--- config.mk ---
export PLATFORM = sky130hd
export DESIGN_NAME = pipe_ctrl_flat
export DESIGN_NICKNAME = d
export VERILOG_FILES = /design/src/rtl/pipe_ctrl_pkg.sv /design/src/rtl/pipe_ctrl_if.sv /design/src/rtl/pipe_ctrl.sv /design/src/flat_wrapper.sv
export SDC_FILE = /design/constraint.sdc
export NUM_CORES = 1
export LEC_CHECK = 0
export ABC_AREA = 0
export BUFFER_PORTS_ARGS = -buffer_cell sky130_fd_sc_hd__buf_2
export CAP_MARGIN = 20
export CORE_MARGIN = 5
export CORE_UTILIZATION = 45
export CTS_CLUSTER_SIZE = 10
export DETAILED_ROUTE_END_ITERATION = 7
export PLACE_DENSITY = 0.78
export SETUP_SLACK_MARGIN = 0.1
export SYNTH_ARGS = -nofsm -noshare
export SYNTH_HDL_FRONTEND = slang
export SYNTH_SLANG_ARGS = --single-unit
--- constraint.sdc ---
create_clock -name clk -period 1.9 [get_ports clk]
set_input_delay 0.19 -clock clk [delete_from_list [all_inputs] [get_ports clk]]
set_output_delay 0.19 -clock clk [all_outputs]
set_load 0.005 [all_outputs]
--- src/rtl/pipe_ctrl_pkg.sv ---
// pipe_ctrl_pkg: shared aluop codes, FSM states and stall vectors for the stall controller.
package pipe_ctrl_pkg;
  typedef logic [7:0] alu_op_t;
  localparam alu_op_t EXE_DIV_OP   = 8'b00011010;
  localparam alu_op_t EXE_DIVU_OP  = 8'b00011011;
  localparam alu_op_t EXE_MADD_OP  = 8'b10100110;
  localparam alu_op_t EXE_MADDU_OP = 8'b10101000;
  localparam alu_op_t EXE_MSUB_OP  = 8'b10101010;
  localparam alu_op_t EXE_MSUBU_OP = 8'b10101011;
  typedef enum logic [1:0] {IDLE, DIV_RUN, DIV_DONE, MADD2} state_t;
  localparam logic [5:0] STALL_NONE = 6'b000000;
  localparam logic [5:0] STALL_ID   = 6'b000111;
  localparam logic [5:0] STALL_EX   = 6'b001111;
  function automatic logic is_div(alu_op_t op);
    return op == EXE_DIV_OP || op == EXE_DIVU_OP;
  endfunction
  function automatic logic is_madd(alu_op_t op);
    return op == EXE_MADD_OP || op == EXE_MADDU_OP || op == EXE_MSUB_OP || op == EXE_MSUBU_OP;
  endfunction
endpackage

--- src/rtl/pipe_ctrl_if.sv ---
// pipe_ctrl_if: decode/EX requests into the stall controller and its stall/datapath controls.
interface pipe_ctrl_if;
  import pipe_ctrl_pkg::*;
  logic       stallreq_id_i;
  logic       ex_valid_i;
  alu_op_t    ex_aluop_i;
  logic       ex_div_zero_i;
  logic       flush_i;
  logic [5:0] stall_o;
  logic       div_start_o;
  logic       div_step_o;
  logic [5:0] div_cnt_o;
  logic       div_done_o;
  logic       div_dz_o;
  logic       madd_phase_o;
  logic       busy_o;
  modport master (
    output stallreq_id_i, ex_valid_i, ex_aluop_i, ex_div_zero_i, flush_i,
    input  stall_o, div_start_o, div_step_o, div_cnt_o, div_done_o, div_dz_o, madd_phase_o, busy_o
  );
  modport slave (
    input  stallreq_id_i, ex_valid_i, ex_aluop_i, ex_div_zero_i, flush_i,
    output stall_o, div_start_o, div_step_o, div_cnt_o, div_done_o, div_dz_o, madd_phase_o, busy_o
  );
endinterface

--- src/rtl/pipe_ctrl.sv ---
// pipe_ctrl: merges decode stall requests with multi-cycle DIV/MADD sequencing into a
// per-stage stall vector and drives the shared EX arithmetic step/phase controls.
module pipe_ctrl
  import pipe_ctrl_pkg::*;
#(
  parameter int DIV_CYCLES = 32
) (
  input logic        clk,
  input logic        rst,
  pipe_ctrl_if.slave bus
);
  localparam logic [5:0] LAST = 6'(DIV_CYCLES - 1);
  state_t     state_q, state_d;
  logic [5:0] cnt_q, cnt_d, stall;
  logic       dz_q, dz_d, ex_stall, start, step, phase;
  always_ff @(posedge clk or negedge rst) begin
    if (!rst) begin
      state_q <= IDLE;
      cnt_q   <= '0;
      dz_q    <= 1'b0;
    end else begin
      state_q <= state_d;
      cnt_q   <= cnt_d;
      dz_q    <= dz_d;
    end
  end
  always_comb begin
    state_d  = state_q;
    cnt_d    = cnt_q;
    dz_d     = dz_q;
    ex_stall = 1'b0;
    start    = 1'b0;
    step     = 1'b0;
    phase    = 1'b0;
    case (state_q)
      IDLE: begin
        if (bus.ex_valid_i && is_div(bus.ex_aluop_i)) begin
          ex_stall = 1'b1;
          state_d  = bus.ex_div_zero_i ? DIV_DONE : DIV_RUN;
          dz_d     = bus.ex_div_zero_i;
          start    = !bus.ex_div_zero_i;
          cnt_d    = '0;
        end else if (bus.ex_valid_i && is_madd(bus.ex_aluop_i)) begin
          ex_stall = 1'b1;
          state_d  = MADD2;
        end
      end
      DIV_RUN: begin
        ex_stall = 1'b1;
        step     = 1'b1;
        state_d  = cnt_q == LAST ? DIV_DONE : DIV_RUN;
        cnt_d    = cnt_q == LAST ? 6'd0 : cnt_q + 6'd1;
      end
      DIV_DONE: begin
        state_d = IDLE;
        dz_d    = 1'b0;
      end
      MADD2: begin
        phase   = 1'b1;
        state_d = IDLE;
      end
    endcase
    // Flush annuls any in-flight op, including one being accepted this cycle.
    if (bus.flush_i) begin
      state_d  = IDLE;
      cnt_d    = '0;
      dz_d     = 1'b0;
      ex_stall = 1'b0;
      start    = 1'b0;
      step     = 1'b0;
    end
    stall = bus.flush_i ? STALL_NONE : ex_stall ? STALL_EX : bus.stallreq_id_i ? STALL_ID : STALL_NONE;
  end
  assign bus.stall_o      = stall;
  assign bus.div_start_o  = start;
  assign bus.div_step_o   = step;
  assign bus.div_cnt_o    = cnt_q;
  assign bus.div_done_o   = state_q == DIV_DONE;
  assign bus.div_dz_o     = state_q == DIV_DONE && dz_q;
  assign bus.madd_phase_o = phase;
  assign bus.busy_o       = state_q != IDLE;
endmodule

--- src/flat_wrapper.sv ---
// flat-port wrapper written by rule: the top's interface ports become plain ports
module pipe_ctrl_flat import pipe_ctrl_pkg::*;
#(
  parameter int DIV_CYCLES = 32
)
  (clk, rst, bus_stallreq_id_i, bus_ex_valid_i, bus_ex_aluop_i, bus_ex_div_zero_i, bus_flush_i, bus_stall_o, bus_div_start_o, bus_div_step_o, bus_div_cnt_o, bus_div_done_o, bus_div_dz_o, bus_madd_phase_o, bus_busy_o);
  pipe_ctrl_if bus_i ();
  input logic clk;
  input logic rst;
  input wire logic [$bits(bus_i.stallreq_id_i)-1:0] bus_stallreq_id_i;
  input wire logic [$bits(bus_i.ex_valid_i)-1:0] bus_ex_valid_i;
  input wire logic [$bits(bus_i.ex_aluop_i)-1:0] bus_ex_aluop_i;
  input wire logic [$bits(bus_i.ex_div_zero_i)-1:0] bus_ex_div_zero_i;
  input wire logic [$bits(bus_i.flush_i)-1:0] bus_flush_i;
  output wire logic [$bits(bus_i.stall_o)-1:0] bus_stall_o;
  output wire logic [$bits(bus_i.div_start_o)-1:0] bus_div_start_o;
  output wire logic [$bits(bus_i.div_step_o)-1:0] bus_div_step_o;
  output wire logic [$bits(bus_i.div_cnt_o)-1:0] bus_div_cnt_o;
  output wire logic [$bits(bus_i.div_done_o)-1:0] bus_div_done_o;
  output wire logic [$bits(bus_i.div_dz_o)-1:0] bus_div_dz_o;
  output wire logic [$bits(bus_i.madd_phase_o)-1:0] bus_madd_phase_o;
  output wire logic [$bits(bus_i.busy_o)-1:0] bus_busy_o;
  assign bus_i.stallreq_id_i = bus_stallreq_id_i;
  assign bus_i.ex_valid_i = bus_ex_valid_i;
  assign bus_i.ex_aluop_i = bus_ex_aluop_i;
  assign bus_i.ex_div_zero_i = bus_ex_div_zero_i;
  assign bus_i.flush_i = bus_flush_i;
  assign bus_stall_o = bus_i.stall_o;
  assign bus_div_start_o = bus_i.div_start_o;
  assign bus_div_step_o = bus_i.div_step_o;
  assign bus_div_cnt_o = bus_i.div_cnt_o;
  assign bus_div_done_o = bus_i.div_done_o;
  assign bus_div_dz_o = bus_i.div_dz_o;
  assign bus_madd_phase_o = bus_i.madd_phase_o;
  assign bus_busy_o = bus_i.busy_o;
  pipe_ctrl #(.DIV_CYCLES(DIV_CYCLES)) u_core (.clk(clk), .rst(rst), .bus(bus_i));
endmodule
==> flow_metrics.env <==
export IMPL_hp_start="bus_flush_i"
export IMPL_synth_area_um2=686.9
export IMPL_antenna_found_initial=0
export IMPL_cp_required_ns=1.71
export IMPL_yosys_top_cells_area="dfrtp_1 (33%), inv_1 (5.5%), nor3b_4 (5.5%)"
export IMPL_slew_violations=0
export IMPL_cts_tree="yes"
export IMPL_nets=121
export IMPL_synth_compound_area_share_pct=20.22
export IMPL_ys_seq_area_share_pct=32.79
export IMPL_die_area_um2=2408
export IMPL_drive_above_1_share_pct=39.05
export IMPL_drt_iter0_markers=9
export IMPL_cts_buffer_depth=2
export IMPL_sw_frac_of_total_pct=24.71
export IMPL_grt_util_all_layers_pct=13.81
export IMPL_p_per_area_nw_per_um2=464.4
export IMPL_p_seq_share_pct=49.0
export IMPL_grt_pass1_wl_um=2670
export IMPL_drv_cap=0
export IMPL_synth_cell_types=38
export IMPL_pwr_share_clk_pct=37.1
export IMPL_synth_top_area_share_pct=32.79
export IMPL_yosysMostFrequentCell="inv_1"
export IMPL_synth_top_family_by_area="simple AND/OR/NAND/NOR gates"
export IMPL_synthCells=76
export IMPL_path_clk_slew_ns=0.06
export IMPL_ir_drop_v=0.0003461
export IMPL_status="finished, final reports clean"
export IMPL_gp_congestion=0.8092
export IMPL_hold_class="input port to flip-flop"
export IMPL_cp_max_fo=11
export IMPL_grt_pass1_vias=637
export IMPL_htree_levels=1
export IMPL_wl_per_cell_um=12.90
export IMPL_yosys_warnings=0
export IMPL_yosysTopAreaCell="dfrtp_1"
export IMPL_startpoint="u_core.state_q[1]$_DFFE_PN0P_"
export IMPL_synthFlopType="dfrtp_1"
export IMPL_die_height_um=49.07
export IMPL_syn_avg_cell_area_um2=9.038
export IMPL_cts_sinks=9
export IMPL_fin_crit_sh_pct=87.29
export IMPL_diodes=0
export IMPL_io_buffers=29
export IMPL_insertion_delay_ns=0.26
export IMPL_synthAdderAreaFrac_pct=1.821
export IMPL_synth_seq_cells=9
export IMPL_path_cells="nor2_1 -> nand4_1 -> o32ai_2 -> buf_2"
export IMPL_power_leakage_nw=0.4153
export IMPL_place_ws_ns=0.3116
export IMPL_p_int_mw=0.2992
export IMPL_post_cts_setup_buffers=0
export IMPL_drtPass1Iterations=4
export IMPL_fin_skew_ns=0.004668
export IMPL_syn_to_final_growth_pct=24.59
export IMPL_r2r_start="u_core.bus.div_cnt_o[0]$_DFFE_PN0P_"
export IMPL_fin_util_pct=58.16
export IMPL_numCtsBuffers=3
export IMPL_setup_tns_final_ns=0
export IMPL_grt_max_degree=13
export IMPL_drc=0
export IMPL_drt_vias_per_instance=5.240
export IMPL_crit_type="flip-flop to output pin"
export IMPL_initial_core_util_pct=46.68
export IMPL_layout_min_cycle_time_ns=1.658
export IMPL_rsz0062_at_grt="false"
export IMPL_power_switching_mw=0.09821
export IMPL_start_kind="flip-flop"
export IMPL_num_vias=634
export IMPL_async_flop_share_pct=100.0
export IMPL_antenna_left=0
export IMPL_routed_wl_um=1561
export IMPL_hold_viol=0
export IMPL_dpl_hpwl_um=1264
export IMPL_pwr_share_comb_pct=13.9
export IMPL_synth_edf_count=0
export IMPL_finalSetupViolations=0
export IMPL_grt_overflow=0
export IMPL_cts_root_buffer="clkbuf_4"
export IMPL_cpPeakStageDelay_ns=0.51
export IMPL_cp_arrival_ns=1.47
export IMPL_fmax_mhz=603.0
export IMPL_synth_common_cells="inv_1 (10), dfrtp_1 (9), nand3_1 (5), buf_4 (4), nor3_1 (4)"
export IMPL_die_w_um=49.07
export IMPL_synth_mux_area_share_pct=3.097
export IMPL_design_core_area_um2=1471
export IMPL_cp_slowest_cell="dfrtp_1"
export IMPL_yosys_area_share_xor_xnor_pct=1.275
export IMPL_num_io_pins=32
export IMPL_worst_setup_path_end_kind="output pin"
export IMPL_floorplan_rows=14
export IMPL_synth_simple_area_share_pct=29.33
export IMPL_fin_ws_ns=0.2415
[worst max-delay path, delay by kind of cell (launching register included)]
family	cells	cell delay, ns
flops	1	0.51
simple gates	2	0.37
buf+inv	1	0.18
compound gates	1	0.16
[path summary, 6_finish.rpt]
| check | slack, ns | depth (start not counted) | end |
|---|---|---|---|
| max | 0.24 | 4 | bus_stall_o[3] |
| min | 0.20 | 2 | u_core.bus.div_cnt_o[4]$_DFFE_PN0P_ |
| max reg2reg | 0.33 | 5 | u_core.bus.div_cnt_o[3]$_DFFE_PN0P_ |
| min reg2reg | 0.53 | 1 | u_core.bus.div_cnt_o[0]$_DFFE_PN0P_ |
| max in group asynchronous | 1.39 | 2 | u_core.state_q[0]$_DFFE_PN0P_ |
| min in group asynchronous | 0.31 | 2 | u_core.bus.div_cnt_o[2]$_DFFE_PN0P_ |
[sequential cells by signal, indices dropped and copies added (netlist names)]
signal                count
u_core.bus.div_cnt_o      6
u_core.state_q            2
u_core.dz_q               1
[area by class of cell]
cell class                 count  area, um2
timing repair buffer          30      155.1
multi-input combinational     52      390.4
fill                         149      615.6
clock buffer                   4      26.28
tap                           16      20.02
inverter                      10      37.54
sequential                     9      226.5
[timing repair]
item / in CTS / in global routing
gates resized for setup: 0 / 1
endpoints found under the hold margin: 9 / 0
hold buffers: 1 / 0
endpoints found under the setup margin: 0 / 3
[placed cells by master, fill, tap and decap left out, types with 2 or more instances in the layout]
master and instances:
o21ai_0 2, nor2b_1 2, conb_1 2, nor2_1 2
nand3_1 5, inv_1 10, or3_1 2, nor3b_4 2
clkbuf_4 3, buf_2 29, and2_1 3, o22ai_1 2
dfrtp_1 8, nor3_1 4, nand2_1 2, nand4_1 2
[power by group through the flow]
stage	registers (mW)	logic, mW	clock network [mW]
floorplan	0.197	0.0313	0
global placement	0.198	0.0525	0
detailed placement	0.198	0.0544	0
CTS	0.195	0.0560	0.155
global route	0.195	0.0620	0.165
finish	0.195	0.0553	0.147
[cells by family (layout without fill, tap and decap cells)]
kind of cell,Yosys count,count (layout)
AOI/OAI and AO/OA,16,16
xor gates and xnor gates,1,1
adders and majority gates,1,1
buffers and inverters,16,44
DFF,9,9
muxes,2,2
other,1,2
and+or+nand+nor,30,30
[metal layers]
metal  routed length (um)  vias up  track usage (%)
met5                    0        -                0
met4                    8        0            4.484
met3                  120        2            5.199
met2                  785       23            24.03
met1                  647      280            15.14
li1                     -      329                -
[metrics by stage]
stage | instance area [um2] | std cells | hold WS [ns] | power [mW]
6_report | 855.8 | 121 | 0.2049 | 0.3975
5_1_grt | 855.8 | 121 | 0.2101 | 0.4218
4_1_cts | 854.6 | 121 | 0.1926 | 0.4056
3_5_place_dp | 818.3 | 116 | 0.05273 | 0.2525
3_3_place_gp | 818.3 | 116 | 0.05153 | 0.2505
2_1_floorplan | 690.7 | 77 | -0.1056 | 0.2282
No activity file was read; power rests on OpenSTA's default activity.
